<file path="config.mk">
export PLATFORM = sky130hd
export DESIGN_NAME = lvds_tx
export DESIGN_NICKNAME = d
export VERILOG_FILES = /design/src/rtl/lvds_tx.sv
export SDC_FILE = /design/constraint.sdc
export NUM_CORES = 1
export LEC_CHECK = 0
export ABC_AREA = 0
export CORE_ASPECT_RATIO = 1.75
export CORE_UTILIZATION = 25
export CTS_CLUSTER_DIAMETER = 80
export DETAILED_ROUTE_END_ITERATION = 16
export GPL_TIMING_DRIVEN = 0
export PLACE_DENSITY_LB_ADDON = 0.05
export SYNTH_ARGS = -nofsm -noshare
export SYNTH_HDL_FRONTEND = slang
export SYNTH_SLANG_ARGS = --single-unit
</file>
<file path="constraint.sdc">
create_clock -name Clock -period 8.6 [get_ports Clock]
set_input_delay 0.86 -clock Clock [delete_from_list [all_inputs] [get_ports Clock]]
set_output_delay 0.86 -clock Clock [all_outputs]
set_load 0.005 [all_outputs]
</file>
<file path="src/rtl/lvds_tx.sv">
// Transmit end of the source-synchronous LVDS link: input FIFO, strobe-framed burst
// sequencer and registered pad drivers for the forwarded clock, data and strobe pairs.
module lvds_tx #(
  parameter int LVDS_LEN   = 8,
  parameter int FIFO_DEPTH = 16,
  parameter int GAP_CYCLES = 2,
  parameter int MAX_BURST  = 0
) (
  input  logic                        Clock,
  input  logic                        Reset,
  input  logic                        Enable,
  input  logic [LVDS_LEN-1:0]         DataIN,
  input  logic                        DataValid,
  output logic                        DataReady,
  output logic [$clog2(FIFO_DEPTH):0] Level,
  output logic                        Busy,
  output logic [1:0]                  Clock_diff,
  output logic [LVDS_LEN-1:0]         Data_p,
  output logic [LVDS_LEN-1:0]         Data_n,
  output logic [1:0]                  Strob_diff
);

  localparam int AW = $clog2(FIFO_DEPTH);
  localparam int LW = AW + 1;
  localparam int GW = $clog2(GAP_CYCLES + 1) + 1;
  localparam int BW = $clog2(MAX_BURST + 2) + 1;

  localparam logic [LW-1:0] FULL  = LW'(FIFO_DEPTH);
  localparam logic [GW-1:0] GAP_C = GW'(GAP_CYCLES);
  localparam logic [BW-1:0] MAX_B = BW'(MAX_BURST);

  localparam logic [1:0] IDLE = 2'd0;
  localparam logic [1:0] SEND = 2'd1;
  localparam logic [1:0] GAP  = 2'd2;

  logic [LVDS_LEN-1:0] mem [FIFO_DEPTH];
  logic [AW-1:0]       wr_ptr;
  logic [AW-1:0]       rd_ptr;
  logic [LW-1:0]       count;

  logic [1:0]          state;
  logic [GW-1:0]       gap_cnt;
  logic [BW-1:0]       burst_cnt;
  logic [LVDS_LEN-1:0] data_p0;
  logic                vld_p0;
  logic [LVDS_LEN-1:0] tx_data;
  logic                tx_strob;

  logic wr_en;
  logic rd_en;
  logic have_word;
  logic burst_room;
  logic gap_done;

  function automatic logic [BW-1:0] sat_inc(input logic [BW-1:0] v);
    return (&v) ? v : v + 1'b1;
  endfunction

  assign DataReady  = ~Reset & (count != FULL);
  assign Level      = count;
  assign Busy       = (state != IDLE);

  assign wr_en      = DataValid & DataReady;
  assign have_word  = Enable & (count != '0);
  assign burst_room = (MAX_BURST == 0) || (burst_cnt < MAX_B);
  assign gap_done   = (state == GAP) && (gap_cnt == GAP_C);
  // A finished gap may launch the next burst directly so the low time is exactly GAP_CYCLES.
  assign rd_en      = have_word & ((state == IDLE) | ((state == SEND) & burst_room) | gap_done);

  always_ff @(posedge Clock) begin
    if (Reset) begin
      wr_ptr <= '0;
      rd_ptr <= '0;
      count  <= '0;
    end else begin
      if (wr_en) wr_ptr <= wr_ptr + 1'b1;
      if (rd_en) rd_ptr <= rd_ptr + 1'b1;
      case ({wr_en, rd_en})
        2'b10:   count <= count + 1'b1;
        2'b01:   count <= count - 1'b1;
        default: ;
      endcase
    end
  end

  always_ff @(posedge Clock) begin
    if (wr_en) mem[wr_ptr] <= DataIN;
  end

  // p0: burst sequencer pops the FIFO head into the launch register
  always_ff @(posedge Clock) begin
    if (Reset) begin
      state     <= IDLE;
      gap_cnt   <= '0;
      burst_cnt <= '0;
      data_p0   <= '0;
      vld_p0    <= 1'b0;
    end else if (rd_en) begin
      data_p0   <= mem[rd_ptr];
      vld_p0    <= 1'b1;
      burst_cnt <= (state == SEND) ? sat_inc(burst_cnt) : BW'(1);
      state     <= SEND;
    end else begin
      data_p0 <= '0;
      vld_p0  <= 1'b0;
      case (state)
        SEND: begin
          state   <= GAP;
          gap_cnt <= GW'(1);
        end
        GAP: begin
          if (gap_done) state <= IDLE;
          else          gap_cnt <= gap_cnt + 1'b1;
        end
        default: state <= IDLE;
      endcase
    end
  end

  // p1: pad registers, launched on the rising edge for falling-edge capture at the far end
  always_ff @(posedge Clock) begin
    if (Reset) begin
      tx_data  <= '0;
      tx_strob <= 1'b0;
    end else begin
      tx_data  <= data_p0;
      tx_strob <= vld_p0;
    end
  end

  assign Clock_diff = {~Clock, Clock};
  assign Data_p     = tx_data;
  assign Data_n     = ~tx_data;
  assign Strob_diff = {~tx_strob, tx_strob};

endmodule

</file>
==> summary.md, run 1 <==
| Metric | Value |
|---|---|
| Port Buf Inserts | `38` |
| Post-Syn Area | `approximately 0.0066 mm2` |
| Starting Density | `0.255` |
| Routed WL | `around 17000 um` |
| Post-Route Utilization | `0.313` |
| Core Region | `approximately 0.026 mm2` |
| Peak supply drop | `0.156 mV` |
| Setup TNS | `0 ns` |
| Worst R2R End | `Level[4]` |
| Cells after Synth | `405` |
| Initial antenna violation count | `0` |
| Post-synth net total | `between 400 and 500` |
| Met2 Resource Use GR | `0.267` |
| GR Layer Usage met1 | `0.132` |
| Hold path depth | `1` |
| First-pass GRT wire length | `between 20000 and 30000 um` |
| Fin. max-slew vios | `0` |
| Most used DFF post-synth | `edfxtp_1` |
| # placed instances | `764` |
| Fin Hold WS | `0.442 ns` |
| Failing checks | `design-rule violations` |
| Reg2Reg Depth | `12` |
| P_leak | `2.61 nW` |
| Count of cell types in the netlist | `45` |
| HPWL Detailed | `roughly 12000 um` |
| Per-cell routed wire length | `21.5 um` |
| Register clock-pin slew on the reported worst setup and hold paths | `approximately 0.06 ns` |
| Worst EP arrival | `5.37 ns` |
| Number of DRC markers in iteration 0 | `191` |
| RSZ-0062 raised after global routing | `false` |
| Met3 Resource Use GR | `0.0356` |
| Syn_area_per_cell | `16.4 um2` |
| Most Crowded Layer GR | `met2` |
| CP max FO | `16` |
| Place WS | `2.91 ns` |
| Final setup fails | `0` |
| Hold WC Path Type | `reg -> reg` |
| Die Width | `125 um` |
| Grt total ovfl | `0` |
| Fill cells | `2537` |
| Synth top area cells | `edfxtp_1 (58%), dfxtp_1 (11%), mux4_2 (11%)` |
| Top-area cell type share of the netlist area | `0.580` |
| Ant diodes | `0` |
| Crit. End Element | `output pin` |
| Slew HR | `0.211` |
| Final worst slack | `about 2.4 ns` |
| Layout area overhead | `22.7%` |
| Cts hold-fix bufs | `0` |
| Max-cap violation count | `0` |
| Nets | `just under 500` |
| Layout cells sized above 1 | `0.173` |
| FF-to-FF Start | `Level[2]` |
| Synth Warn # | `0` |
| Status | `finished, violations left` |
| Area leader, netlist | `edfxtp_1` |
| Drt first pass iters | `12` |
| Required @ worst endpoint | `about 7.7 ns` |
| Remaining routing DRC violations | `10` |
| Final std cells w/o fill | `799` |
| DR vias/cell | `roughly 4.5` |
| Worst Skew | `0.0119 ns` |
| Top-Level Pins | `39` |
| Largest net degree at the start of global routing | `17` |
| # rows | `78` |
| Yosys reg bits | `164` |
| Via count | `roughly 3600` |
| Die Ht | `217 um` |
| Async SR Flop Fraction | `0` |
| CP startpoint | `Clock` |
| Vias in the first global route | `3960` |
| # Post-CTS Setup Buffers | `0` |
| Routed Antenna Nets | `0` |
| DIE AREA | `between 0.02 and 0.03 mm2` |
| GRT Resource Usage Total | `0.138` |
| CP Launch Type | `clock port` |
| Least-Margin Pin Slew | `1.18 ns` |
| Fin. Hold Viols | `0` |
| Post-CTS sizing | `0` |
| Clk Latency, worst-skew pair | `0.55 ns` |
| Flop2flop setup slack | `4.70 ns` |
| CTS tree | `yes` |
| Pwr Density | `278 mW/mm2` |
| CP endpoint | `Clock_diff[1]` |
| Register area share after synthesis | `0.689` |
| Number of enable flip-flop cells after synthesis | `between 100 and 150` |
| Kind of critical path | `clk -> out` |
| GPL Wtd Cong | `around 0.71` |
-- synthesized netlist by cell type (8+ instances only) --
cell type and n:
nor3_1 8, mux4_2 32, edfxtp_1 128, a21oi_1 10
nand2_1 9, nor2b_1 12, mux2i_1 19, o22ai_1 9
o21ai_0 8, dfxtp_1 36, nor2_1 25, inv_1 22
clkbuf_1 13, ha_1 14
-- layout make-up --
cell class | instances | area, um2 | share of cell area
multi-input cells | 193 | 1870 | 0.230
well taps | 320 | 400 | 0.0493
clock buffers | 28 | 563 | 0.0693
repair buffers | 37 | 372 | 0.0457
flip-flops and latches | 164 | 4560 | 0.562
plain buffers | 26 | 128 | 0.0157
inverters | 21 | 78.8 | 0.00970
clock inverters | 10 | 154 | 0.0189
-- per-stage QoR --
stage / total power, mW / area [um2]
5_1_grt: 2.36 / 8130
6_report: 2.26 / 8130
2_1_floorplan: 1.22 / 6620
3_5_place_dp: 1.41 / 7430
4_1_cts: 2.30 / 8130
3_3_place_gp: 1.41 / 7400
-- worst max-delay path, stage by stage --
cell and delay, ns:
clkbuf_16 0.12, clkbuf_16 0.22, clkbuf_16 0.19, inv_1 0.05, clkdlybuf4s50_1 0.48
-- registers in the layout, indices dropped and copies added, names as in the netlist --
signal	count
Level	5
wr_ptr	4
vld_p0	1
state	2
Data_p	8
gap_cnt	3
tx_strob	1
rd_ptr	4
mem	128
data_p0	8
-- layer usage --
metal / vias to the layer above / wire length, um
li1: 1676 / -
met1: 1836 / 6170
met2: 82 / 10000
met3: 17 / 560
met4: 0 / 385
met5: - / 0
-- cell usage in the layout, fill, tap and decap left out, types with 2 or more instances in the layout --
cell type / n
a221oi_1: 2
nand3_1: 2
clkbuf_8: 2
nor3b_1: 3
bufinv_16: 4
buf_2: 6
buf_6: 3
inv_1: 22
a211oi_1: 2
nor2_1: 25
clkbuf_16: 20
clkdlybuf4s50_1: 38
or3_1: 3
mux2i_1: 19
clkbuf_1: 17
buf_1: 3
xor2_1: 3
mux4_2: 32
nand2b_1: 6
a21oi_1: 10
dfxtp_1: 36
nor2b_1: 12
xnor2_1: 4
o21ai_0: 8
o22ai_1: 9
buf_4: 2
edfxtp_1: 128
o211ai_1: 3
nor3_1: 4
or4_1: 2
ha_1: 14
nand2_1: 9
nor3_2: 4
-- cells by family after synthesis --
group,after synthesis,synth area share
mux,52,0.139
compound gates,39,0.0374
flops,164,0.689
buf+inv,48,0.0317
fa+ha+maj,14,0.0265
xor+xnor,7,0.00926
simple gates,81,0.0667
-- worst min-delay path by stage --
| stage | endpoint | startpoint | slack, ns |
|---|---|---|---|
| after floorplan | Data_p[0] | data_p0[0] | 0.41 |
| after global placement | Data_p[4] | data_p0[4] | 0.43 |
| after detailed placement | tx_strob | vld_p0 | 0.44 |
| after CTS | tx_strob | vld_p0 | 0.45 |
| after global routing | tx_strob | vld_p0 | 0.46 |
| final | Data_p[6] | data_p0[6] | 0.44 |
-- power breakdown --
part | leakage, nW | switching (mW) | internal (mW)
Combinational | 0.811 | 0.237 | 0.194
Sequential | 1.45 | 0.0217 | 0.899
Clock | 0.350 | 0.326 | 0.581
Total | 2.61 | 0.585 | 1.67
Power figures use the tool's default switching activity.
==> inputs of run 2 (changes only) <==
Clock period 8.6 ns to 5.91 ns, I/O delays scaled along.
==> results of run 2 <==
The final DEF is identical to that of run 1. Status: finished, violations left: design-rule violations.
Main changes from that run: setup slack after placement 2.91 ns -> 1.76 ns; setup slack after layout 2.37 ns -> 1.29 ns; register-to-register setup slack 4.70 ns -> 2.01 ns; total power 2.26 mW -> 3.29 mW; worst IR drop on VDD 0.156 mV -> 0.227 mV
